[config.mk]
export PLATFORM = sky130hd
export DESIGN_NAME = conv3x3_filter
export DESIGN_NICKNAME = d
export VERILOG_FILES = /design/src/rtl/conv3x3_filter.sv
export SDC_FILE = /design/constraint.sdc
export NUM_CORES = 2
export LEC_CHECK = 0
export ABC_AREA = 1
export BUFFER_PORTS_ARGS = -buffer_cell sky130_fd_sc_hd__buf_2
export CORE_MARGIN = 4
export CORE_UTILIZATION = 35
export DETAILED_ROUTE_END_ITERATION = 12
export SKIP_LAST_GASP = 1
export SYNTH_ARGS = -nofsm -noshare
export SYNTH_HDL_FRONTEND = slang
export SYNTH_SLANG_ARGS = --single-unit
[constraint.sdc]
create_clock -name clk_in -period 23.8 [get_ports clk_in]
set_clock_uncertainty 0.2 [all_clocks]
set_input_delay 1.19 -clock clk_in [delete_from_list [all_inputs] [get_ports clk_in]]
set_output_delay 1.19 -clock clk_in [all_outputs]
set_load 0.02 [all_outputs]
[src/rtl/conv3x3_filter.sv]
// conv3x3_filter: 3x3 RGB565 convolution over streamed pixel columns with selectable kernel.
// Three pipeline stages: window assembly, per-channel MAC, shift/clamp/pack.
module conv3x3_filter #(
   parameter int DEFAULT_KERNEL = 1,
   parameter int HCOUNT_W = 11,
   parameter int VCOUNT_W = 10
) (
   input  logic                clk_in,
   input  logic                rst_in,
   input  logic [2:0][15:0]    line_buffer_in,
   input  logic [HCOUNT_W-1:0] hcount_in,
   input  logic [VCOUNT_W-1:0] vcount_in,
   input  logic                data_valid_in,
   input  logic [1:0]          kernel_select_in,
   output logic [15:0]         pixel_out,
   output logic [HCOUNT_W-1:0] hcount_out,
   output logic [VCOUNT_W-1:0] vcount_out,
   output logic                data_valid_out
);
   logic [2:0][2:0][15:0] win;
   logic [1:0] kern, kern2;
   logic v1, v2;
   logic [HCOUNT_W-1:0] hc1, hc2;
   logic [VCOUNT_W-1:0] vc1, vc2;
   logic signed [11:0] sr, sg, sb, nr, ng, nb;

   function automatic logic signed [11:0] coef(input logic [1:0] k, input int r, input int c);
      logic ce, ed;
      ce = (r == 1) && (c == 1);
      ed = (r == 1) != (c == 1);
      return k == 2'd0 ? (ce ? 12'sd1 : 12'sd0) :
             k == 2'd1 ? (ce ? 12'sd4 : ed ? 12'sd2 : 12'sd1) :
             k == 2'd2 ? (ce ? 12'sd5 : ed ? -12'sd1 : 12'sd0) :
                         (ce ? 12'sd8 : -12'sd1);
   endfunction

   function automatic logic signed [11:0] post(input logic signed [11:0] s, input logic [1:0] k);
      return k == 2'd1 ? s >>> 4 : s;
   endfunction

   function automatic logic [4:0] clamp5(input logic signed [11:0] v);
      return v < 12'sd0 ? 5'd0 : v > 12'sd31 ? 5'd31 : v[4:0];
   endfunction

   function automatic logic [5:0] clamp6(input logic signed [11:0] v);
      return v < 12'sd0 ? 6'd0 : v > 12'sd63 ? 6'd63 : v[5:0];
   endfunction

   // win[c][r]: c0 oldest column, row 0 top; |sum| <= 1008 so 12 bits never overflow
   always_comb begin
      nr = '0;
      ng = '0;
      nb = '0;
      for (int r = 0; r < 3; r++)
         for (int c = 0; c < 3; c++) begin
            nr = nr + coef(kern, r, c) * $signed({7'd0, win[c][r][15:11]});
            ng = ng + coef(kern, r, c) * $signed({6'd0, win[c][r][10:5]});
            nb = nb + coef(kern, r, c) * $signed({7'd0, win[c][r][4:0]});
         end
   end

   always_ff @(posedge clk_in) begin
      if (rst_in) begin
         win <= '0;
         kern <= 2'(DEFAULT_KERNEL);
         kern2 <= '0;
         {v1, v2, data_valid_out} <= '0;
         {hc1, hc2, hcount_out} <= '0;
         {vc1, vc2, vcount_out} <= '0;
         {sr, sg, sb} <= '0;
         pixel_out <= '0;
      end else begin
         if (data_valid_in) begin
            win <= hcount_in == '0 ? {3{line_buffer_in}} : {line_buffer_in, win[2:1]};
            if (hcount_in == '0 && vcount_in == '0) kern <= kernel_select_in;
         end
         v1 <= data_valid_in;
         hc1 <= hcount_in;
         vc1 <= vcount_in;
         v2 <= v1;
         hc2 <= hc1;
         vc2 <= vc1;
         kern2 <= kern;
         sr <= nr;
         sg <= ng;
         sb <= nb;
         data_valid_out <= v2;
         hcount_out <= hc2;
         vcount_out <= vc2;
         if (v2) pixel_out <= {clamp5(post(sr, kern2)), clamp6(post(sg, kern2)), clamp5(post(sb, kern2))};
      end
   end
endmodule

Word-level counts from Yosys, hierarchy flattened
Index checks and enable logic that the tools add are counted.

Output and inout port bits: 38. Logic and storage cells: 107. Input bits: 74. Bits in registers: 266.

Reduce and logical (&&, ||, !) cells: 5. Magnitude comparators: 6. Add/subtract/negate cells: 24. Equality and inequality tests: 3. Multipliers: 27. Mux-type cells: 18.

Operators with widths (count): 12-bit adder (23); 12-bit by 6-bit multiplier with 12-bit output (17); 12-bit by 7-bit multiplier with 12-bit output (9); 96-bit two-way mux (1); 12-bit two-way mux (5); 12-bit by 1-bit less-than comparator with 1-bit output, second input constant (3); 11-bit two-way mux (3); 12-bit by 6-bit greater-than comparator with 1-bit output, second input constant (2); 5-bit two-way mux (4); 12-bit by 10-bit adder with 12-bit output (1); 12-bit by 7-bit greater-than comparator with 1-bit output, second input constant (1); 4-bit two-way mux (3); 6-bit two-way mux (2); 11-bit zero test (1); 10-bit zero test (1); 4-bit by 5-bit multiplier with 9-bit output (1); 2-bit by 1-bit == test with 1-bit output, second input constant (2); 2-bit == test, second input constant (1); 2-bit zero test (1); 2-bit AND reduction (1); 1-bit logical AND (1).

Logic depth before layout (Yosys ltp)
Depth after elaboration: 13. Gate-level depth with buffers: 39. Mapped depth without buffers: 38.

Least setup slack after synthesis
OpenSTA, ideal clock, no wires.

Kind: reg2reg. Start point: reg kern[0]. End point: reg sb[10]. Clock period less this slack: 8469 ps. Setup slack: 15331 ps. Path buffers: 3. Arrival time: 8204 ps. Cell stages (with the launch flop): 37. Data required time: 23535 ps. Setup time: 65 ps. Cell sequence: dfxtp_1 -> clkbuf_1 -> inv_1 -> ha_1 -> clkbuf_1 -> clkbuf_1 -> nand2_1 -> inv_1 -> ha_1 -> fa_1 -> ha_1 -> a21oi_1 -> nand2_1 -> nand2_1 -> nand2_1 -> a21oi_1 -> xor2_1 -> fa_1 -> inv_1 -> fa_1 -> inv_1 -> fa_1 -> fa_1 -> inv_1 -> fa_1 -> fa_1 -> fa_1 -> inv_1 -> fa_1 -> inv_1 -> ha_1 -> inv_1 -> o31a_1 -> nand2_1 -> xor2_1 -> inv_1 -> nor2_1.

Longest elaborated chain between the ends: 13. Elaborated cells on any way between the ends: 28. Classes of those cells: add/sub (8); mul (9); eq/ne (2); mux (8); reduce/logical (1).

RTL lines: start: declaration (RTL line 21) `logic [1:0] kern, kern2;`; start signal: assignment (RTL line 65) `kern <= 2'(DEFAULT_KERNEL);`; start signal: assignment (RTL line 75) `if (hcount_in == '0 && vcount_in == '0) kern <= kernel_select_in;`; 2-bit == test (RTL line 33) `k == 2'd2 ? (ce ? 12'sd5 : ed ? -12'sd1 : 12'sd0) :`; 12-bit two-way mux (RTL line 33); 12-bit two-way mux (RTL line 32) `k == 2'd1 ? (ce ? 12'sd4 : ed ? 12'sd2 : 12'sd1) :`; 12-bit two-way mux (RTL line 31) `return k == 2'd0 ? (ce ? 12'sd1 : 12'sd0) :`; 12-bit by 6-bit multiplier with 12-bit output (RTL line 58) `nb = nb + coef(kern, r, c) * $signed({7'd0, win[c][r][4:0]});`; 12-bit adder (3 in series) (RTL line 58); 12-bit by 10-bit adder with 12-bit output (RTL line 58); 12-bit adder (3 in series) (RTL line 58); 12-bit adder * (RTL line 58); end signal: assignment (RTL line 86) `sb <= nb;`; end: declaration (RTL line 25) `logic signed [11:0] sr, sg, sb, nr, ng, nb;`.

Every way passes the cells marked *; elsewhere a longest branch is shown, timed or not. A chain may end at the register's enable or synchronous reset.

Final worst setup path
Start point: reg kern[0]. End point: reg sg[11].

Longest elaborated chain between the ends: 13. Elaborated cells on any way between the ends: 28. Classes of those cells: add/sub (8); mul (9); eq/ne (2); mux (8); reduce/logical (1).

RTL lines: 2-bit == test (RTL line 33); 12-bit two-way mux (RTL line 33); 12-bit two-way mux (RTL line 32); 12-bit two-way mux (RTL line 31); 12-bit by 7-bit multiplier with 12-bit output (RTL line 57) `ng = ng + coef(kern, r, c) * $signed({6'd0, win[c][r][10:5]});`; 12-bit adder (7 in series) (RTL line 57); 12-bit adder * (RTL line 57); end signal: assignment (RTL line 85) `sg <= ng;`; end: declaration (RTL line 25).

Marked as above.

==> impl_metrics.ini <==
[setup_path]
cp_slowest_stage_delay_ps = 810
crit_slowest_cell = sky130_fd_sc_hd__ha_1
worst_ep_arrival_time_ps = 9680
crit_required_ps = 24050
critical_path.max_fanout = 32
critical_path.endpoint_type = flop
cpMostUsedCell = sky130_fd_sc_hd__fa_1
cp-start-kind = flop
timing.setup.critical_path_class = flop to flop

[clocking]
clk_latency_ps = 600
tritoncts.num_buffers = 28
hold_buffers_post_cts = 0
cts_tree = done
clk_path_buf_depth = 3
worst_setup_hold_path_clk_slew_ps = 60
clock-root-buffer = sky130_fd_sc_hd__clkbuf_16
cts_resized = 0
numClockSinks = 266
cts.htree.levels = 1
cts_setup_buffers = 0

[timing]
final_min_period_over_clock_period_pct = 39.6
final_max_slew_viol_count = 0
max_slew.worst_pin.slew_ps = 1050
period_minus_ws_final_ps = 9430
setup_repair_after_global_routing_missed_its_margin = false
relSlewSlack_pct = 30.1
finalSetupTns_ps = 0
finalWorstSetupSlack_ps = 14370
finalSetupViolations = 0
maxClockFrequency_mhz = 106
timing.final.hold_violations = 0

[finish]
num-nets-final = 5087
most_common_cell_after_layout_fill_and_taps_aside = sky130_fd_sc_hd__inv_1
drive_above_1_share_pct = 4.51
instances_no_fill = 5303
fill_cells = 9778
highest_count_cells_in_the_layout_ignoring_fill_and_taps = sky130_fd_sc_hd__inv_1 (1355), sky130_fd_sc_hd__fa_1 (640), sky130_fd_sc_hd__nand2_1 (370), sky130_fd_sc_hd__ha_1 (356), sky130_fd_sc_hd__nor2_1 (307)
utilization_after_layout_pct = 38.4
area_growth_pct = 8.25

[route]
wirelength_um = 79900
routedWlPerCell_um = 15.1
route.detailed.drc = 0
drt_first_pass_iters = 5
vias = 23500
dr.first_iter.drc_count = 1188
route.detailed.vias_per_inst = 4.42
drtAntennaViolNets = 0

[global_routing]
wire_length_of_the_first_global_routing_pass_um = 131000
first_global_vias = 24300
grt.total_usage_pct = 16.1
grt_max_degree = 172
grt.overflow.total = 0
initial_antenna_violation_count = 9

[floorplan]
placement_rows = 113
io_pins = 112
initial_utilization_pct = 35.4
fp.coreArea_um2 = 95400
dieArea_um2 = 102000
chipWidth_um = 319
die-height_um = 319

[yosys]
synthDistinctLibCells = 37
synth_async_sr_flop_share_pct = 0
ys_ff_latch = 266
ys_warn_count = 0
synth_flop_cell = sky130_fd_sc_hd__dfxtp_1
synthDominantAreaCellType = sky130_fd_sc_hd__fa_1
ys_top_cells_by_area = sky130_fd_sc_hd__fa_1 (38%), sky130_fd_sc_hd__dfxtp_1 (16%), sky130_fd_sc_hd__inv_1 (15%)
synthesis.area_per_instance_um2 = 8.51
synth_largest_type_area_fraction_pct = 37.9
syn_inst = 3975
number_of_synthesized_flops_with_an_enable_pin = 0
cell_area_after_synthesis_um2 = 33800
synth-seq-area-share_pct = 15.7
syn_nets = 5047

[job]
max_cap_violation_count = 0

[placement]
post-place-ws_ps = 14400
post_detailed_placement_half_perimeter_wirelength_um = 67000
port_buffers = 111
dp.cells = 5250
gp_routability_congestion = 0.886

[outcome]
outcome = finished, final reports clean

[pwr]
power.share.sequential_pct = 32.2
comb_power_share_pct = 35.7
vdd_drop_max_v = 0.0000587
switching_power_mw = 0.570
pwr-share-clk_pct = 32.1
power.switching_fraction_pct = 36.0
internal-power_mw = 1.01
cellPowerDensity_nw_per_um2 = 43.3
static-leakage-power_nw = 20.6

[worst_hold_path]
hold_class = flop to flop
-- per-layer routing --
layer | up-vias | part of all wire (%) | global-route usage, %
met1 | 11400 | 47 | 23.1
met2 | 453 | 45 | 25.7
met4 | 8 | 1.6 | 2.42
met3 | 72 | 6.5 | 3.34
met5 | - | 0.060 | 0
li1 | 11500 | - | -
-- power groups by stage --
| stage | Sequential (mW) | Clock, mW | Combinational, mW |
|---|---|---|---|
| 2_1_floorplan | 0.514 | 0 | 0.420 |
| 3_3_place_gp | 0.519 | 0 | 0.558 |
| 3_5_place_dp | 0.520 | 0 | 0.567 |
| 4_1_cts | 0.510 | 0.520 | 0.572 |
| 5_1_grt | 0.514 | 0.537 | 0.668 |
| 6_report | 0.510 | 0.509 | 0.566 |
-- metrics by stage --
| step | power [mW] | hold slack (ps) | cell area [um^2] |
|---|---|---|---|
| final | 1.58 | 200 | 36600 |
| after global routing | 1.72 | 215 | 36600 |
| after CTS | 1.60 | 201 | 36600 |
| after detailed placement | 1.09 | 192 | 35600 |
| after global placement | 1.08 | 189 | 35600 |
| after floorplan | 0.933 | 188 | 33800 |
-- final timing paths --
| path | from | end | slack, ps | depth (start not counted) |
|---|---|---|---|---|
| worst min register to register | hc2[0] | hcount_out[0] | 200 | 2 |
| worst max-delay path | kern[0] | sg[11] | 14370 | 28 |
| worst max register to register | kern[0] | sg[11] | 14370 | 28 |
| worst min-delay path | hc2[0] | hcount_out[0] | 200 | 2 |
-- registers in the layout, summed over array words and instances, names as in the netlist, 2 cells and up --
register    cells
sb             12
hc2            11
hc1            11
sg             12
vc1            10
kern2           2
pixel_out      16
vcount_out     10
hcount_out     11
kern            2
sr             12
vc2            10
win           144
-- synth_stat cells (4+ instances only) --
cell type,number
sky130_fd_sc_hd__nor4_1,5
sky130_fd_sc_hd__fa_1,640
sky130_fd_sc_hd__o21ai_1,105
sky130_fd_sc_hd__mux2i_1,10
sky130_fd_sc_hd__xnor2_1,17
sky130_fd_sc_hd__clkbuf_1,74
sky130_fd_sc_hd__buf_4,4
sky130_fd_sc_hd__nand4_1,4
sky130_fd_sc_hd__o21bai_1,4
sky130_fd_sc_hd__dfxtp_1,266
sky130_fd_sc_hd__nand3_1,23
sky130_fd_sc_hd__buf_1,5
sky130_fd_sc_hd__a21oi_1,180
sky130_fd_sc_hd__buf_6,9
sky130_fd_sc_hd__ha_1,358
sky130_fd_sc_hd__nor3_1,7
sky130_fd_sc_hd__inv_1,1356
sky130_fd_sc_hd__xor2_1,13
sky130_fd_sc_hd__nand2_1,370
sky130_fd_sc_hd__buf_2,20
sky130_fd_sc_hd__nor2_1,307
sky130_fd_sc_hd__o21ai_0,173
-- final cells by class --
class	instances	area, um^2	area share [%]
diodes	3	7.51	0.0205
well taps	1265	1580	4.32
clock inverters	13	239	0.653
clock buffers	37	816	2.23
flip-flops and latches	266	5330	14.6
inverters	1361	5120	14.0
multi-input cells	2236	22900	62.5
repair buffers	122	644	1.76
-- cell families (layout without fill, tap and decap cells) --
group / count (synthesis) / in the layout / share of synthesized area (%)
other: 1 / 4 / 0.0111
flip-flops: 266 / 266 / 15.7
XOR/XNOR: 30 / 30 / 0.777
AO/OA/AOI/OAI: 472 / 472 / 7.09
AND/OR/NAND/NOR: 725 / 725 / 8.30
buffers and inverters: 1473 / 1533 / 16.7
adder cells (fa/ha/maj): 998 / 998 / 51.1
multiplexers: 10 / 10 / 0.296
-- worst max-delay path, delay by kind of cell (launching register included) --
family	cells	cell delay [ps]
buffers and inverters	9	1320
and+or+nand+nor	7	1270
adders and majority gates	11	5760
AOI/OAI and AO/OA	1	150
DFF	1	560
Note: power is estimated with default switching activity, not from simulation.
